==> config.mk <==
export PLATFORM = sky130hd
export DESIGN_NAME = pulse_train_gen
export DESIGN_NICKNAME = d
export VERILOG_FILES = /design/src/rtl/pulse_train_gen.sv
export SDC_FILE = /design/constraint.sdc
export NUM_CORES = 1
export LEC_CHECK = 0
export CORE_MARGIN = 2
export CORE_UTILIZATION = 56
export CTS_BUF_LIST = sky130_fd_sc_hd__clkbuf_16
export DETAILED_ROUTE_END_ITERATION = 16
export PLACE_DENSITY_LB_ADDON = 0.2
export SKIP_LAST_GASP = 1
export SLEW_MARGIN = 5
export SYNTH_ARGS = -nofsm -noshare
export SYNTH_HDL_FRONTEND = slang
export SYNTH_SLANG_ARGS = --single-unit
==> constraint.sdc <==
create_clock -name clk -period 2.49 [get_ports clk]
set_input_delay 0.249 -clock clk [delete_from_list [all_inputs] [get_ports clk]]
set_output_delay 0.249 -clock clk [all_outputs]
set_load 0.005 [all_outputs]
==> src/rtl/pulse_train_gen.sv <==
// Pulse train generator: emits req_count pulses of req_high cycles separated by req_low cycles.
// Optional abort support is compiled in with `define PULSE_TRAIN_GEN_ABORT_EN.
module pulse_train_gen #(
    parameter int unsigned CNT_W      = 8,
    parameter logic        IDLE_LEVEL = 1'b0
) (
    input  logic             clk,
    input  logic             rstn,
    input  logic             req_valid,
    output logic             req_ready,
    input  logic [CNT_W-1:0] req_high,
    input  logic [CNT_W-1:0] req_low,
    input  logic [CNT_W-1:0] req_count,
    input  logic             abort,
    output logic             pulse_o,
    output logic             busy,
    output logic             done
);

    typedef enum logic [1:0] {
        S_IDLE = 2'd0,
        S_HIGH = 2'd1,
        S_LOW  = 2'd2,
        S_DONE = 2'd3
    } state_t;

    state_t           state_q, state_d;
    logic [CNT_W-1:0] high_q, high_d;
    logic [CNT_W-1:0] low_q, low_d;
    logic [CNT_W-1:0] rem_q, rem_d;
    logic [CNT_W-1:0] phase_q, phase_d;

    // Phase counter counts down to zero; a zero length is stretched to one cycle.
    function automatic logic [CNT_W-1:0] last_idx(input logic [CNT_W-1:0] len);
        return (len == '0) ? '0 : len - CNT_W'(1);
    endfunction

    // Next-state and datapath update
    always_comb begin
        state_d = state_q;
        high_d  = high_q;
        low_d   = low_q;
        rem_d   = rem_q;
        phase_d = phase_q;

        case (state_q)
            S_IDLE: begin
                if (req_valid) begin
                    high_d = req_high;
                    low_d  = req_low;
                    rem_d  = req_count;
                    if (req_count != '0) begin
                        state_d = S_HIGH;
                        phase_d = last_idx(req_high);
                    end else begin
                        state_d = S_DONE;
                        phase_d = '0;
                    end
                end
            end
            S_HIGH: begin
                if (phase_q != '0) begin
                    phase_d = phase_q - CNT_W'(1);
                end else begin
                    rem_d = rem_q - CNT_W'(1);
                    if (rem_q == CNT_W'(1)) begin
                        state_d = S_DONE;
                        phase_d = '0;
                    end else begin
                        state_d = S_LOW;
                        phase_d = last_idx(low_q);
                    end
                end
            end
            S_LOW: begin
                if (phase_q != '0) begin
                    phase_d = phase_q - CNT_W'(1);
                end else begin
                    state_d = S_HIGH;
                    phase_d = last_idx(high_q);
                end
            end
            S_DONE: begin
                state_d = S_IDLE;
                phase_d = '0;
            end
            default: begin
                state_d = S_IDLE;
            end
        endcase

`ifdef PULSE_TRAIN_GEN_ABORT_EN
        // Abort only cuts a running train short; it still ends through DONE.
        if (abort && ((state_q == S_HIGH) || (state_q == S_LOW))) begin
            state_d = S_DONE;
            rem_d   = '0;
            phase_d = '0;
        end
`endif
    end

`ifndef PULSE_TRAIN_GEN_ABORT_EN
    logic unused_abort;
    assign unused_abort = abort;
`endif

    // State, datapath and output registers; outputs follow the next state.
    always_ff @(posedge clk or negedge rstn) begin
        if (!rstn) begin
            state_q   <= S_IDLE;
            high_q    <= '0;
            low_q     <= '0;
            rem_q     <= '0;
            phase_q   <= '0;
            pulse_o   <= IDLE_LEVEL;
            busy      <= 1'b0;
            done      <= 1'b0;
            req_ready <= 1'b1;
        end else begin
            state_q   <= state_d;
            high_q    <= high_d;
            low_q     <= low_d;
            rem_q     <= rem_d;
            phase_q   <= phase_d;
            pulse_o   <= (state_d == S_HIGH) ? ~IDLE_LEVEL : IDLE_LEVEL;
            busy      <= (state_d == S_HIGH) || (state_d == S_LOW);
            done      <= (state_d == S_DONE);
            req_ready <= (state_d == S_IDLE);
        end
    end

endmodule
## Word-level counts from Yosys, hierarchy flattened

Cells that the tools add are included.
W data, S select, Z words.

| word-level totals | value |
|---|---|
| register bits after elaboration | 38 |
| output and inout bits | 4 |

| operators by class | value |
|---|---|
| eq/ne operators | 9 |
| add/sub/neg operators | 5 |
| reductions and logical operators | 11 |
| multiplexer cells | 19 |

Operators with widths:

| kind | number |
|---|---|
| $mux W8 | 10 |
| $sub A8 B1 Y8 const B | 5 |
| $pmux W8 S4 | 1 |
| $logic_not A8 Y1 | 3 |
| $pmux W8 S2 | 1 |
| $reduce_bool A8 Y1 | 2 |
| $eq A2 B2 Y1 const B | 4 |
| $eq A8 B1 Y1 const B | 1 |
| $mux W2 | 4 |
| $pmux W2 S4 | 1 |
| $eq A2 B1 Y1 const B | 2 |
| $logic_not A2 Y1 | 2 |
| $ne A2 B2 Y1 const B | 2 |
| $reduce_and A3 Y1 | 1 |
| $mux W1 | 2 |
| $reduce_and A2 Y1 | 1 |
| $reduce_bool A2 Y1 | 1 |
| $logic_or A1 B1 Y1 | 1 |

## Longest topological paths before layout

Gate-level depths: netlist of run 1.

| depth | value |
|---|---|
| depth in word-level cells | 6 |
| mapped depth | 9 |

## Worst setup path after synthesis of run 1

Ideal clock, no wire load.

| timing path | value |
|---|---|
| path kind | register to register |
| from | register phase_q[0] |
| to | register phase_q[5] |
| path slack | 0.361 ns |
| data required time | 2.403 ns |
| stages on the path, launching flop included | 8 |
| arrival | 2.043 ns |
| path buffers | 1 |
| library setup time | 0.087 ns |
| cell sequence | dfrtp_1 > inv_1 > ha_1 > or4b_4 > or2_1 > buf_6 > or4_1 > o211ai_1 |

| between the ends | value |
|---|---|
| word-level cells in the longest chain between the ends | 3 |
| elaborated cells between the ends (all ways) | 5 |
| classes of those cells | add/sub (1); mux (3); reduce/logical (1) |

RTL lines:

| element | line | text |
|---|---|---|
| start: declaration | 31 | `logic [CNT_W-1:0] phase_q, phase_d;` |
| start signal: assignment | 124 | `phase_q <= phase_d;` |
| $sub A8 B1 Y8 or $reduce_bool A8 Y1 (tied branches) | -- |  |
| $mux W8 (on tied branches) | 76, 62 |  |
| $pmux W8 S4 (*) | 46 | `case (state_q)` |

Every way passes the cells marked *; elsewhere a longest branch is shown, timed or not.
A chain may end at the register's enable or synchronous reset.

## Final worst setup path of run 1

| timing path | value |
|---|---|
| from | register phase_q[0] |
| to | register busy |

| between the ends | value |
|---|---|
| word-level cells in the longest chain between the ends | 5 |
| elaborated cells between the ends (all ways) | 7 |
| classes of those cells | eq/ne (2); mux (3); reduce/logical (2) |

RTL lines:

| element | line | text |
|---|---|---|
| $reduce_bool A8 Y1 (*) | 62, 76 |  |
| $mux W2 (on tied branches) | 76, 62 |  |
| $pmux W2 S4 (*) | 46 |  |
| $eq A2 B1 Y1 or $eq A2 B2 Y1 (tied branches) | 126 | `busy <= (state_d == S_HIGH) \|\| (state_d == S_LOW);` |
| $logic_or A1 B1 Y1 (*) | 126 |  |
| end signal: assignment | 126 |  |
| end: declaration | 16 | `output logic busy,` |

Marked as above.

==> results of run 1 <==
[logic make-up after synthesis]
| kind of cell | Yosys count |
|---|---|
| flip-flops | 38 |
| XOR/XNOR | 15 |
| buffers and inverters | 21 |
| adder cells (fa/ha/maj) | 12 |
| AO/OA/AOI/OAI | 70 |
| multiplexers | 15 |
| AND/OR/NAND/NOR | 99 |
[synthesized netlist by cell type (2+ instances only)]
master and count:
o311ai_0 2, o221ai_1 2, nor4b_4 2, o22ai_1 5
o31ai_1 4, or4_4 2, or3_1 5, or4_1 7
nor2_1 22, ha_1 12, nor4_1 7, mux2_2 14
nor2b_1 6, nand2b_1 5, inv_1 12, nand2_1 19
a21oi_1 14, a22oi_1 4, nor3_1 11, nor3b_1 2
xor2_1 7, nand3_1 4, xnor2_1 8, dfrtp_1 37
o211ai_1 2, o21ai_0 21, clkbuf_1 6, a221o_1 3
[placed cells by master, fill, tap and decap left out, types with 5 or more instances in the layout]
cell type and n:
clkdlybuf4s50_1 29, nand2_1 19, nand2b_1 5, nor4_1 7, o22ai_1 5, buf_4 13, clkbuf_16 5, or3_1 5
a21oi_1 14, inv_1 13, or4_1 7, dfrtp_1 37, nor2b_1 6, ha_1 12, xor2_1 7, mux2_2 14
xnor2_1 8, o21ai_0 21, nor3_1 11, nor2_1 22
[worst max-delay path, delay by kind of cell (launching register included)]
kind / cells / cell delay, ns
fa+ha+maj: 2 / 0.50
compound gates: 2 / 0.33
simple gates: 2 / 0.88
flops: 1 / 0.41
buf+inv: 1 / 0.07
[flip-flops by register name, indices dropped and copies added (netlist names)]
| name | flops |
|---|---|
| busy | 1 |
| state_q | 2 |
| pulse_o | 1 |
| done | 1 |
| rem_q | 8 |
| high_q | 8 |
| low_q | 8 |
| phase_q | 8 |
| req_ready | 1 |
[cell type report]
| cell class | count | share of cell area [%] |
|---|---|---|
| clock buffers | 5 | 4.07 |
| multi-input cells | 211 | 48.1 |
| clock inverters | 3 | 0.407 |
| well taps | 52 | 2.12 |
| flip-flops and latches | 38 | 31.0 |
| inverters | 12 | 1.47 |
| repair buffers | 43 | 12.8 |
[per-stage QoR]
stage / utilization [%] / area [um2] / hold WS [ns]
after floorplan: - / 2520 / -0.0466
after global routing: 70.5 / 3070 / 0.147
after detailed placement: 67.4 / 2930 / 0.399
after global placement: 67.4 / 2930 / 0.399
final: 70.5 / 3070 / 0.0777
after CTS: 70.5 / 3070 / 0.107
[report_power, final]
| part | total, mW | internal, mW | switching [mW] |
|---|---|---|---|
| registers | 1.26 | 0.930 | 0.326 |
| logic | 1.93 | 0.918 | 1.01 |
| clock network | 0.597 | 0.362 | 0.236 |
[routing by layer]
metal | vias up | GRT usage, % | share of wire, %
met2 | 77 | 40.1 | 46
met1 | 1028 | 36.0 | 47
met3 | 7 | 4.42 | 6.0
met4 | 0 | 5.03 | 1.1
met5 | - | 0 | 0
li1 | 1087 | - | -
[worst paths after layout]
path | start | slack [ns] | end
setup reg to reg | phase_q[0] | 0.18 | busy
hold reg to reg | high_q[1] | 0.52 | high_q[1]
setup / recovery | phase_q[0] | 0.18 | busy
max in group asynchronous | rstn | 1.88 | rem_q[7]
hold / removal | rstn | 0.08 | phase_q[3]
min in group clk | high_q[1] | 0.52 | high_q[1]
==> flow_metrics.tcl, run 1 <==
set metrics [dict create \
    ios 32 \
    synth_seq_area_share_pct 37.8 \
    syn_avg_cell_area_um2 9.33 \
    grt_usage_pct 25.0 \
    worst_ep_required_time_ns 2.65 \
    grt_pass1_wl_mm 10.2 \
    synth_top_family_by_area "simple AND/OR/NAND/NOR gates" \
    status "complete, no violations" \
    via_per_inst 6.04 \
    rsz0062_at_grt "false" \
    layout-drive-gt1-share_pct 14.1 \
    synth_area_um2 2520 \
    gr-total-overflow 0 \
    synth_seq_cells 38 \
    area_delta_synth_final_pct 22.0 \
    crit_type "reg2reg" \
    dr.first_iter.drc_count 159 \
    place_congestion 0.896 \
    cts_max_path_buffers 2 \
    fin_ws_ns 0.177 \
    vias 2199 \
    reg2regPathDepth 7 \
    muxShareOfSynthArea_pct 6.66 \
    fp-row-count 24 \
    dieArea_um2 5050 \
    die_w_um 71.1 \
    crit_path_end_kind "flip-flop" \
    p_leak_nw 1.27 \
    drtAntennaViolNets 0 \
    slowest_delay_ns 0.51 \
    setup_viol 0 \
    diodes 0 \
    finalSetupTns_ns 0 \
    synth_compound_area_share_pct 18.1 \
    start_util_pct 57.8 \
    synth_simple_gate_area_share_pct 22.8 \
    timing.final.crit_share_pct 92.9 \
    p_per_area_nw_per_um2 1230 \
    coreArea_um2 4350 \
    postCtsSetupBuffers 0 \
    fin_crit_ns 2.31 \
    tightest_slew_ns 0.848 \
    multiInputGateArea_um2 1480 \
    cp_max_fo 8 \
    wl_per_cell_um 15.5 \
    first_pass_iters 5 \
    synth_edf_count 0 \
    holdCritPathClass "in2async" \
    fmax_mhz 432 \
    cp-start-kind "flip-flop" \
    cts_tree "yes" \
    dpl_worst_slack_ns 0.0737 \
    total_power_mw 3.78 \
    cp_cell_sequence "inv_1 > ha_1 > or4b_4 > or2_1 > o22ai_1 > o21ai_0 > ha_1" \
    slew_viol_final 0 \
    nFillCells 347 \
    hpwlAfterDp_mm 4.28 \
    synth-warning-count 0 \
    grt_max_degree 39 \
    ys_dominant_reg_cell "dfrtp_1" \
    cts_resized 0 \
    clkTransAtPathRegs_ns 0.06 \
    synth_fp_nets 310 \
    h-tree-depth 2 \
    final-hold-violation-count 0 \
    ys_types 53 \
    vdd_drop_max_mv 0.607 \
    cp_slowest_cell "or4b_4" \
    relSlewSlack_pct 43.4 \
    hold_buffers 0 \
    antenna_found_initial 0 \
    ys_top_cells_by_area "dfrtp_1 (37%), mux2_2 (6.3%), ha_1 (6.0%)" \
    fin_skew_ns 0.00416 \
    numCtsBuffers 5 \
    yosysTopAreaCell "dfrtp_1" \
    synth_fa_ha_area_share_pct 5.96 \
    synth_top_area_share_pct 36.8 \
    routed_wl_mm 5.62 \
    fin_cells 364 \
    regArea_um2 952 \
    clock-sinks 38 \
    die_height_um 71.1 \
    synthXorXnorAreaFrac_pct 5.22 \
    crit_top_cell "ha_1" \
    crit_arrival_ns 2.47 \
    dp_cells 356 \
    route.detailed.drc 0 \
    root_buffer "clkbuf_16" \
    clk_latency_ns 0.28 \
    maxCapViolations 0 \
    grt_pass1_vias 2193 \
    synth_cells 270 \
    portBuffers 30 \
    nets 351 \
    async_reset_ff_share_pct 100 \
]
(Power assumes the default switching activity.)
==> inputs of run 2 (changes only) <==
Settings changed: ABC_AREA set to 1, CORE_UTILIZATION 56 to 57.
==> run 2 against run 1 <==
Area after synthesis up 10%. Maximum frequency grew 12%. Clock skew up 0.0024 ns. Worst hold slack got worse by 0.0014 ns. Die area up 7.6%. Setup slack improved by 0.26 ns. Synthesized cell count increased by 49%. Sequential power is 8% lower. Count of clock-buffer cells in the layout stayed put. Combinational power fell by 3%. Largest cell class unchanged.
==> flow_metrics.tcl, run 2 <==
set metrics [dict create \
    cp_max_fo 17 \
    total_power_mw 3.64 \
    p_leak_nw 1.59 \
    hold_buffers 0 \
    p_seq_share_pct 31.8 \
    dieArea_um2 5440 \
    rsz0062_at_grt "false" \
    drtAntennaViolNets 0 \
    first_pass_iters 7 \
    layout_commonest_cell "nand2_1" \
    synth_fp_nets 443 \
    worst_ep_required_time_ns 2.65 \
    area_delta_synth_final_pct 16.7 \
    setup_viol 0 \
    crit_top_cell "inv_1" \
    path_delay_family "adder cells" \
    synth_simple_gate_area_share_pct 34.7 \
    synthTopCellsByCount "nand2_1 (97), nor2_1 (60), inv_1 (57), o21ai_0 (39), nand3_1 (38)" \
    die_w_um 73.7 \
    reg2regPathDepth 10 \
    slowest_delay_ns 0.41 \
    holdWs_ns 0.0763 \
    grt_pass1_wl_mm 11.1 \
    r2r_slack_ns 0.43 \
    ys_top_cells_by_area "dfrtp_1 (33%), nand2_1 (13%), nor2_1 (8.1%)" \
    synth_area_um2 2770 \
    timing.rr.start "phase_q[0]" \
    grt_usage_pct 26.1 \
    numCtsBuffers 5 \
    swShare_pct 45.3 \
    dr.first_iter.drc_count 143 \
    holdCritPathClass "in2async" \
    nets 475 \
    vdd_drop_max_mv 0.627 \
    synthXorXnorAreaFrac_pct 4.11 \
    route.detailed.drc 0 \
    synth_fa_ha_area_share_pct 5.42 \
    start_util_pct 59.1 \
    synthMostInstantiatedCell "nand2_1" \
    grt_max_degree 39 \
    hpwlAfterDp_mm 4.69 \
    grt_pass1_vias 2486 \
    netSwitchingPower_mw 1.65 \
    multiInputGateArea_um2 1540 \
    clock-sinks 38 \
    synth_seq_cells 38 \
    antenna_found_initial 0 \
    cp_slowest_cell "dfrtp_1" \
    place_congestion 0.873 \
    nFillCells 415 \
    fmax_mhz 486 \
    r2r-end "busy" \
    muxShareOfSynthArea_pct 0.361 \
    clkTransAtPathRegs_ns 0.06 \
    timing.final.crit_share_pct 82.6 \
    die_height_um 73.7 \
    routed_wl_mm 6.37 \
    synth-warning-count 0 \
    diodes 0 \
    crit_path_end_kind "flip-flop" \
    synth_top_area_share_pct 33.4 \
    cts_resized 0 \
    coreArea_um2 4690 \
    wl_per_cell_um 13.0 \
    maxCapViolations 0 \
    portBuffers 30 \
    layout-drive-gt1-share_pct 6.65 \
    h-tree-depth 2 \
    synth_seq_area_share_pct 34.4 \
    p_int_mw 1.99 \
    status "complete, no violations" \
    crit_type "reg2reg" \
    ys_dominant_reg_cell "dfrtp_1" \
    cts_max_path_buffers 2 \
    synth_cells 403 \
    relSlewSlack_pct 42.3 \
    ys_types 32 \
    layout_common_cells "nand2_1 (97), nor2_1 (60), inv_1 (58)" \
    slew_viol_final 0 \
    tightest_slew_ns 0.866 \
    cp-start-kind "flip-flop" \
    regArea_um2 952 \
    clockPowerShare_pct 16.9 \
    crit_arrival_ns 2.22 \
    crit_buf_inv 4 \
    ios 32 \
    async_reset_ff_share_pct 100 \
    p_comb_share_pct 51.3 \
    synth_top_family_by_area "simple AND/OR/NAND/NOR gates" \
    synth_compound_area_share_pct 10.8 \
    cp_cell_sequence "inv_1 > ha_1 > inv_1 > nor2_2 > nand3_4 > inv_4 > nand2_4 > o211ai_1 > inv_1 > ha_1" \
    syn_avg_cell_area_um2 6.88 \
    final-hold-violation-count 0 \
    cts_tree "yes" \
    yosysTopAreaCell "dfrtp_1" \
    clk_latency_ns 0.28 \
    finalSetupTns_ns 0 \
    fin_skew_ns 0.00660 \
    synth_edf_count 0 \
    gr-total-overflow 0 \
    root_buffer "clkbuf_16" \
    fp-row-count 25 \
    via_per_inst 5.35 \
    postCtsSetupBuffers 0 \
    fin_crit_ns 2.06 \
    p_per_area_nw_per_um2 1120 \
    vias 2623 \
]
[run 2: power by group through the flow]
stage | Sequential, mW | Clock, mW | Combinational (mW)
6_report | 1.16 | 0.613 | 1.87
5_1_grt | 1.20 | 0.647 | 2.14
4_1_cts | 1.15 | 0.619 | 1.86
3_5_place_dp | 1.16 | 0 | 1.83
3_3_place_gp | 1.15 | 0 | 1.77
2_1_floorplan | 1.11 | 0 | 1.42
[run 2: layout make-up]
type | instances | area share, %
Clock buffer | 5 | 3.87
Multi-Input combinational cell | 297 | 47.4
Sequential cell | 38 | 29.4
Tap cell | 54 | 2.09
Clock inverter | 3 | 0.425
Inverter | 61 | 7.15
Timing Repair Buffer | 32 | 9.59
[run 2: per-stage QoR]
step                      setup WS (ns)  instances  instance area [um2]  utilization (%)
after floorplan                   0.676        403                 2770                -
after global placement            0.488        482                 3100             66.0
after detailed placement          0.441        482                 3100             66.0
after CTS                         0.423        490                 3240             69.0
after global routing              0.228        490                 3240             69.0
final                             0.433        490                 3240             69.0
[run 2: kinds of logic after synthesis]
family          Yosys count
simple gates            217
buf+inv                  68
compound gates           54
flops                    38
xor+xnor                 13
fa+ha+maj                12
mux                       1
[run 2: per-layer routing]
layer	track usage (%)	share of wire, %
met3	4.80	5.2
met1	33.8	47
met2	43.3	46
met4	9.49	2.4
met5	0	0
[run 2: worst max path at each step]
| stage | startpoint | end | slack (ns) | cells after the start |
|---|---|---|---|---|
| 5_1_grt | phase_q[0] | busy | 0.23 | 10 |
| 2_1_floorplan | phase_q[0] | done | 0.68 | 11 |
| 3_5_place_dp | phase_q[0] | busy | 0.44 | 10 |
| 4_1_cts | phase_q[0] | busy | 0.42 | 10 |
| 3_3_place_gp | phase_q[0] | busy | 0.49 | 10 |
| 6_report | phase_q[0] | busy | 0.43 | 10 |
